--- src/rtl/pc_fetch_unit.sv ---
// pc_fetch_unit: program counter and instruction-fetch sequencer.
// Fetches one instruction over a ready-handshaked memory port, holds it for
// a single execute cycle (extendable by hold), then advances the PC to
// PC+4 or the branch target. A misaligned branch target freezes the unit
// in TRAP until reset.
//
// Handshake: imem_req is a request-valid. While imem_req is high, imem_addr
// is held stable until the memory answers with imem_ready; the word on
// imem_rdata is accepted on the rising edge where imem_req and imem_ready
// are both high. imem_ready in any other cycle is ignored.
module pc_fetch_unit #(
    parameter int              XLEN         = 32,
    parameter logic [XLEN-1:0] RESET_VECTOR = '0
) (
    input  logic            clk,
    input  logic            reset,
    input  logic            pcsrc,
    input  logic [XLEN-1:0] imm_ext,
    input  logic            hold,
    input  logic            imem_ready,
    input  logic [31:0]     imem_rdata,
    output logic            imem_req,
    output logic [XLEN-1:0] imem_addr,
    output logic [31:0]     instr,
    output logic            instr_valid,
    output logic [XLEN-1:0] pc,
    output logic [XLEN-1:0] pc_plus4,
    output logic            misaligned,
    output logic [31:0]     instret,
    output logic [1:0]      dbg_state
);

    typedef enum logic [1:0] {
        BOOT = 2'd0,
        REQ  = 2'd1,
        EXEC = 2'd2,
        TRAP = 2'd3
    } state_t;

    state_t          state;
    state_t          state_next;
    logic [XLEN-1:0] branch_target;
    logic [XLEN-1:0] next_pc;
    logic            fault;
    logic            advance;

    assign imem_addr = pc;
    assign pc_plus4  = pc + XLEN'(4);
    assign dbg_state = state;

    // Next-PC selection, fault detection and next-state decode
    always_comb begin
        branch_target = pc + imm_ext;
        next_pc       = pcsrc ? branch_target : pc_plus4;
        fault         = 1'b0;
        advance       = 1'b0;
        state_next    = state;
        case (state)
            BOOT: state_next = REQ;
            REQ: begin
                if (imem_ready) begin
                    state_next = EXEC;
                end
            end
            EXEC: begin
                if (!hold) begin
                    if (pcsrc && (branch_target[1:0] != 2'b00)) begin
                        fault      = 1'b1;
                        state_next = TRAP;
                    end else begin
                        advance    = 1'b1;
                        state_next = REQ;
                    end
                end
            end
            TRAP: state_next = TRAP;
            default: state_next = BOOT;
        endcase
    end

    // State, PC, instruction latch, retire counter and registered strobes
    always_ff @(posedge clk) begin
        if (reset) begin
            state       <= BOOT;
            pc          <= RESET_VECTOR;
            instr       <= 32'd0;
            instret     <= 32'd0;
            misaligned  <= 1'b0;
            imem_req    <= 1'b0;
            instr_valid <= 1'b0;
        end else begin
            state       <= state_next;
            imem_req    <= (state_next == REQ);
            instr_valid <= (state_next == EXEC);
            if ((state == REQ) && imem_ready) begin
                instr <= imem_rdata;
            end
            if (advance) begin
                pc      <= next_pc;
                instret <= instret + 32'd1;
            end
            if (fault) begin
                misaligned <= 1'b1;
            end
        end
    end

endmodule

--- config.mk ---
export PLATFORM = sky130hd
export DESIGN_NAME = pc_fetch_unit
export DESIGN_NICKNAME = d
export VERILOG_FILES = /design/src/rtl/pc_fetch_unit.sv
export SDC_FILE = /design/constraint.sdc
export NUM_CORES = 1
export LEC_CHECK = 0
export ABC_CLOCK_PERIOD_IN_PS = 4550
export CORE_AREA = 3 3 121 123
export DETAILED_ROUTE_END_ITERATION = 7
export DIE_AREA = 0 0 124 126
export PLACE_DENSITY = 0.87
export SLEW_MARGIN = 20
export SYNTH_ARGS = -nofsm -noshare
export SYNTH_HDL_FRONTEND = slang
export SYNTH_SLANG_ARGS = --single-unit
--- constraint.sdc ---
create_clock -name clk -period 4.55 [get_ports clk]
set_clock_uncertainty 0.1 [all_clocks]
set_input_delay 0.455 -clock clk [delete_from_list [all_inputs] [get_ports clk]]
set_output_delay 0.455 -clock clk [all_outputs]
set_load 0.03 [all_outputs]
# == Word-level counts from Yosys, hierarchy flattened ==
# Cells that the tools add are included.
# totals
mem_count,0
output_inout_bits,165
latch_bits,0
in_bits,69
mem_bits_rw,0
elab_cells,30
rom_bits,0
ff_bits,101
# classes
reduce_logical,4
order_cmp,0
div_mod_pow,0
mul,0
bitwise_logic,0
shift,0
muxes,11
addsub,3
n_eq_ne,5
# ops
operator,n
$add A32 B1 Y32 const B,1
$add A32 B3 Y32 const B,1
$add A32 B32 Y32,1
$mux W32,1
$pmux W2 S4,1
$eq A2 B2 Y1 const B,3
$mux W1,6
$mux W2,3
$eq A2 B1 Y1 const B,2
$logic_and A1 B1 Y1,2
$logic_not A2 Y1,1
$reduce_bool A2 Y1,1

# == Depth between registers and ports, before layout ==
# Gate-level depths: netlist of run 1.
# logic_depth
ltp_word,7
ltp_mapped,10
depth_no_buf,10

# == Worst setup path before layout of run 1 ==
# Ideal clock, no wire load.
# synth_timing
path_type,register to output
start,reg pc[2] (netlist: imem_addr[2])
end,out pc_plus4[14]
n_path_buf,0
arrival_time_ns,2.472
path_stages_with_launch,8
setup_slack_ns,1.523
t_required_ns,3.995
cell_sequence,dfxtp_1 -> ha_1 -> nand3_2 -> nor2_1 -> and3_1 -> nand2_1 -> or3_1 -> xnor2_1
# synth_between
elab_chain_cells,1
# synth_rtl
element,line_no,source
start: declaration,26,"output logic [XLEN-1:0] pc,"
start signal: assignment,99,pc <= next_pc;
$add A32 B3 Y32,48,assign pc_plus4 = pc + XLEN'(4);
end: declaration,27,"output logic [XLEN-1:0] pc_plus4,"
# Every way passes these cells.

# == Worst setup path in the final report of run 1 ==
# layout_timing
start,reg pc[11] (netlist: imem_addr[11])
end,out pc_plus4[31]
# The elaborated chain is that of the path after synthesis.

==> summary.md, run 1 <==
| Metric | Value |
|---|---|
| Area growth syn-to-layout | 36.3% |
| Critical Path Source Type | register |
| Router iterations before antenna repair | 5 |
| Critical-path top delay cell | nor4_1 |
| Worst reg2reg path startpoint | imem_addr[0]$_SDFFE_PP0P_ |
| Routed WL per cell | ~17 um |
| Synthesized cell area | between 6000 and 7000 sq um |
| Drt drc | 0 |
| Cell Pwr Density | roughly 220 nW/um^2 |
| Maximum vdd drop | between 0.15 and 0.2 mV |
| Diode count | 0 |
| CTS tree | done |
| Hold WC Path Type | register to register |
| Worst Path Max Fanout | 9 |
| Synth area leader | dfxtp_1 |
| Die height | ~130 um |
| Hold endpoint | instr[16]$_SDFFE_PP0P_ |
| Reg power frac | 0.451 |
| Initial drt markers | 546 |
| Dpl hpwl | approximately 16 mm |
| Via Count | 7344 |
| Vias in the first global route | between 6000 and 7000 |
| Post-CTS setup buffers | 0 |
| CTS root buf | clkbuf_16 |
| Max Slew Vio Count | 0 |
| F_max | 242 MHz |
| CTS HTree Levels | 3 |
| Die area | roughly 16000 sq um |
| Drt via density | 5.83 |
| Syn nets | about 1000 |
| Worst-path clk slew | around 70 ps |
| Met1 WL | between 9 and 10 mm |
| Yosys warns | 0 |
| Routed wire length | between 20 and 25 mm |
| Share of the synthesized area in the top cell type | 0.297 |
| P_int | between 1 and 1.5 mW |
| Req. time, crit path | 3990 ps |
| Hold depth | 2 |
| R2r setup slk | around 1400 ps |
| Die X-Extent | ~120 um |
| Synth top area cells | dfxtp_1, nand2_1, a21oi_1 |
| Flops & latches, synth | around 100 |
| Tot GR Track Use | 0.272 |
| Mapped Cells | 904 |
| Distinct cells, synth | 61 |
| Combinational share of power | 0.171 |
| PortBufs | ~230 |
| Pleak | 3.49 nW |
| Final setup viols | 0 |
| Syn avg cell area | approximately 7.5 sq um |
| Min-delay src | instr[16]$_SDFFE_PP0P_ |
| Minimum clock period | approximately 4100 ps |
| First-pass GRT wire length | approximately 35 mm |
| RR Endpoint | imem_addr[30]$_SDFFE_PP0P_ |
| CTS sink cnt | a little over 100 |
| Clock Latency Late Sink | around 360 ps |
| Switching pwr | between 500 and 600 uW |
| Starting density of the core | 0.495 |
| Rows | between 40 and 50 |
| Antenna-violating nets left | 0 |
| Initial antenna violation count | 0 |
| Io pins | about 230 |
| Setup slack at placement | between 800 and 900 ps |
| TritonCTS Buffers | 9 |
| Worst slew pin tran | ~1100 ps |
| EDFF count, synth | 0 |
| Grt ovf | 0 |
| # hold bufs at CTS | 0 |
| Gp weighted congestion | between 0.9 and 1 |
| CP top delay family | simple AND/OR/NAND/NOR gates |
| DR WL met2 | 10.3 mm |
| Fraction of registers with async set/reset | 0 |
| Seq/Total Area, Yosys | 0.297 |
| Post-synth top flop | dfxtp_1 |
| Setup crit end kind | primary output |
| Clk buf depth | 2 |
| Slack of the critical path | approximately 400 ps |
| Met3 routed WL | 1.59 mm |
| Top Metal Used | met4 |
| WP data arrival | roughly 3600 ps |
| Status | finished, final reports clean |
| TNS Setup | 0 ps |
| Slowest stage delay, CP | roughly 770 ps |
| Critical Path Stages | 6 |
| Slew HR | 0.263 |
| Sw Ratio | 0.289 |
| Post_cts resized | 0 |
| Share of cells above drive strength 1 | 0.0371 |
| Clock share of power | 0.379 |
| # fillers | 1166 |
| # nets final | 1177 |
| Buf/Inv on CP | 1 |
| Max-cap viol count | 0 |
| Critical path type | register to primary output |
| Hold Vio Cnt, Final | 0 |
| RSZ-0062 raised after global routing | no |
| Floorplan core area | 13800 sq um |
| Largest net degree at the start of global routing | 104 |
| CP Cell Sequence | nand4_1 > nor4_1 > nand3_1 > nor3_2 > xor2_1 > clkdlybuf4s50_1 |
| Crit share post-route | 0.910 |
| R2R cell count | 10 |
## cell usage in the layout (no fill, tap or decap), drive strengths merged, types with 3 or more instances in the layout
cell | netlist | routed
nand4 | 28 | 28
o21a | 4 | 4
dfxtp | 101 | 101
o31ai | 6 | 6
nor2 | 75 | 75
a211oi | 9 | 9
and2 | 6 | 6
nor3b | 3 | 3
a31oi | 11 | 11
inv | 22 | 24
or3 | 13 | 13
buf | 36 | 7
mux2i | 9 | 9
clkbuf | 44 | 10
xor2 | 35 | 35
a221oi | 7 | 7
nand3 | 24 | 24
o21ai | 44 | 44
o221ai | 4 | 4
clkdlybuf4s50 | 0 | 232
o21bai | 8 | 8
nand2b | 6 | 6
nor4 | 10 | 10
a22oi | 5 | 5
and3 | 11 | 11
xnor2 | 37 | 37
a21o | 19 | 19
nand2 | 140 | 140
nor3 | 18 | 18
o211ai | 4 | 4
a21oi | 103 | 103
o22ai | 4 | 4
ha | 33 | 33
## power by group through the flow
stage | registers [mW] | logic (mW) | clock network (mW)
after floorplan | 0.978 | 0.158 | 0
after global placement | 0.939 | 0.342 | 0
after detailed placement | 0.940 | 0.345 | 0
after CTS | 0.920 | 0.347 | 0.784
after global routing | 0.923 | 0.375 | 0.813
final | 0.920 | 0.348 | 0.773
## cell type report
cell class	instances	area, sq um	share of cell area
Multi-Input combinational cell	701	4290	0.462
Timing Repair Buffer	239	2370	0.256
Sequential cell	101	2020	0.218
Clock buffer	10	239	0.0257
Tap cell	180	225	0.0243
Inverter	22	82.6	0.00889
Clock inverter	6	55.1	0.00593
## cell families after synthesis
logic type | count (synthesis) | synth area share
and+or+nand+nor | 343 | 0.242
AOI/OAI and AO/OA | 241 | 0.214
buffers and inverters | 102 | 0.0751
DFF | 101 | 0.297
xor gates and xnor gates | 72 | 0.0925
adders and majority gates | 34 | 0.0635
muxes | 11 | 0.0165
## worst register-to-register path, cell delays in order (launching register included)
cell,delay (ps)
dfxtp_1,370
ha_1,240
fa_1,430
a211oi_1,310
o21ai_1,130
a31oi_1,490
o31ai_1,160
o21ai_1,330
o31ai_1,140
xnor2_1,180
o22ai_1,100
## sequential cells by signal (all words and copies together), names as in the netlist
register     count
imem_req         1
instret         32
imem_addr       32
instr           32
instr_valid      1
dbg_state        2
misaligned       1
## how the worst max path moves through the flow
| stage | slack [ps] | startpoint | to |
|---|---|---|---|
| floorplan | 1520 | imem_addr[2]$_SDFFE_PP0P_ | pc_plus4[14] |
| global placement | 1010 | imem_addr[4]$_SDFFE_PP0P_ | pc_plus4[31] |
| detailed placement | 890 | imem_addr[11]$_SDFFE_PP0P_ | pc_plus4[31] |
| CTS | 510 | imem_addr[11]$_SDFFE_PP0P_ | pc_plus4[31] |
| global route | 230 | imem_addr[11]$_SDFFE_PP0P_ | pc_plus4[31] |
| finish | 410 | imem_addr[11]$_SDFFE_PP0P_ | pc_plus4[31] |
## layer usage
metal	track usage	up-vias
met4	0.0941	0
met5	0	-
met2	0.436	346
li1	-	3506
met1	0.373	3453
met3	0.0391	39
## per-stage QoR
stage / area [sq um] / instances / utilization / hold slack (ps) / power, mW
floorplan: 6810 / 904 / - / 482 / 1.14
global placement: 8990 / 1243 / 0.653 / 340 / 1.28
detailed placement: 8990 / 1243 / 0.653 / 345 / 1.29
CTS: 9280 / 1259 / 0.674 / 355 / 2.05
global route: 9290 / 1259 / 0.674 / 370 / 2.11
finish: 9290 / 1259 / 0.674 / 355 / 2.04
## synthesized netlist by cell type (2+ instances only)
master    instances
or3_1            13
o21ai_1           2
a41o_1            2
a31oi_1          11
inv_1            22
xor2_1           35
o21ai_0          42
nand4_1          27
and2_1            6
a221oi_1          7
o221ai_1          4
nand3_1          23
a211oi_1          9
a21oi_1         103
nor2_1           74
nor2b_1           2
and3_1           11
buf_4            34
o21bai_1          8
nor4_1            7
o211ai_1          4
nand2b_1          6
o22ai_1           4
nor4_2            2
nor3_1           17
o31ai_1           6
nand2_1         139
clkbuf_1         44
mux2i_1           9
a211o_1           2
mux2_2            2
xnor2_1          37
nor3b_1           2
ha_1             33
a22oi_1           5
o31a_1            2
dfxtp_1         101
o32ai_1           2
o21a_1            4
a21o_1           19
or2_2             2
No activity file was read; power rests on OpenSTA's default activity.
==> inputs of run 2 (changes only) <==
CAP_MARGIN = 10   (was default)
==> results of run 2 <==
Same layout as run 1: the final DEF is identical, and so are final timing and power.
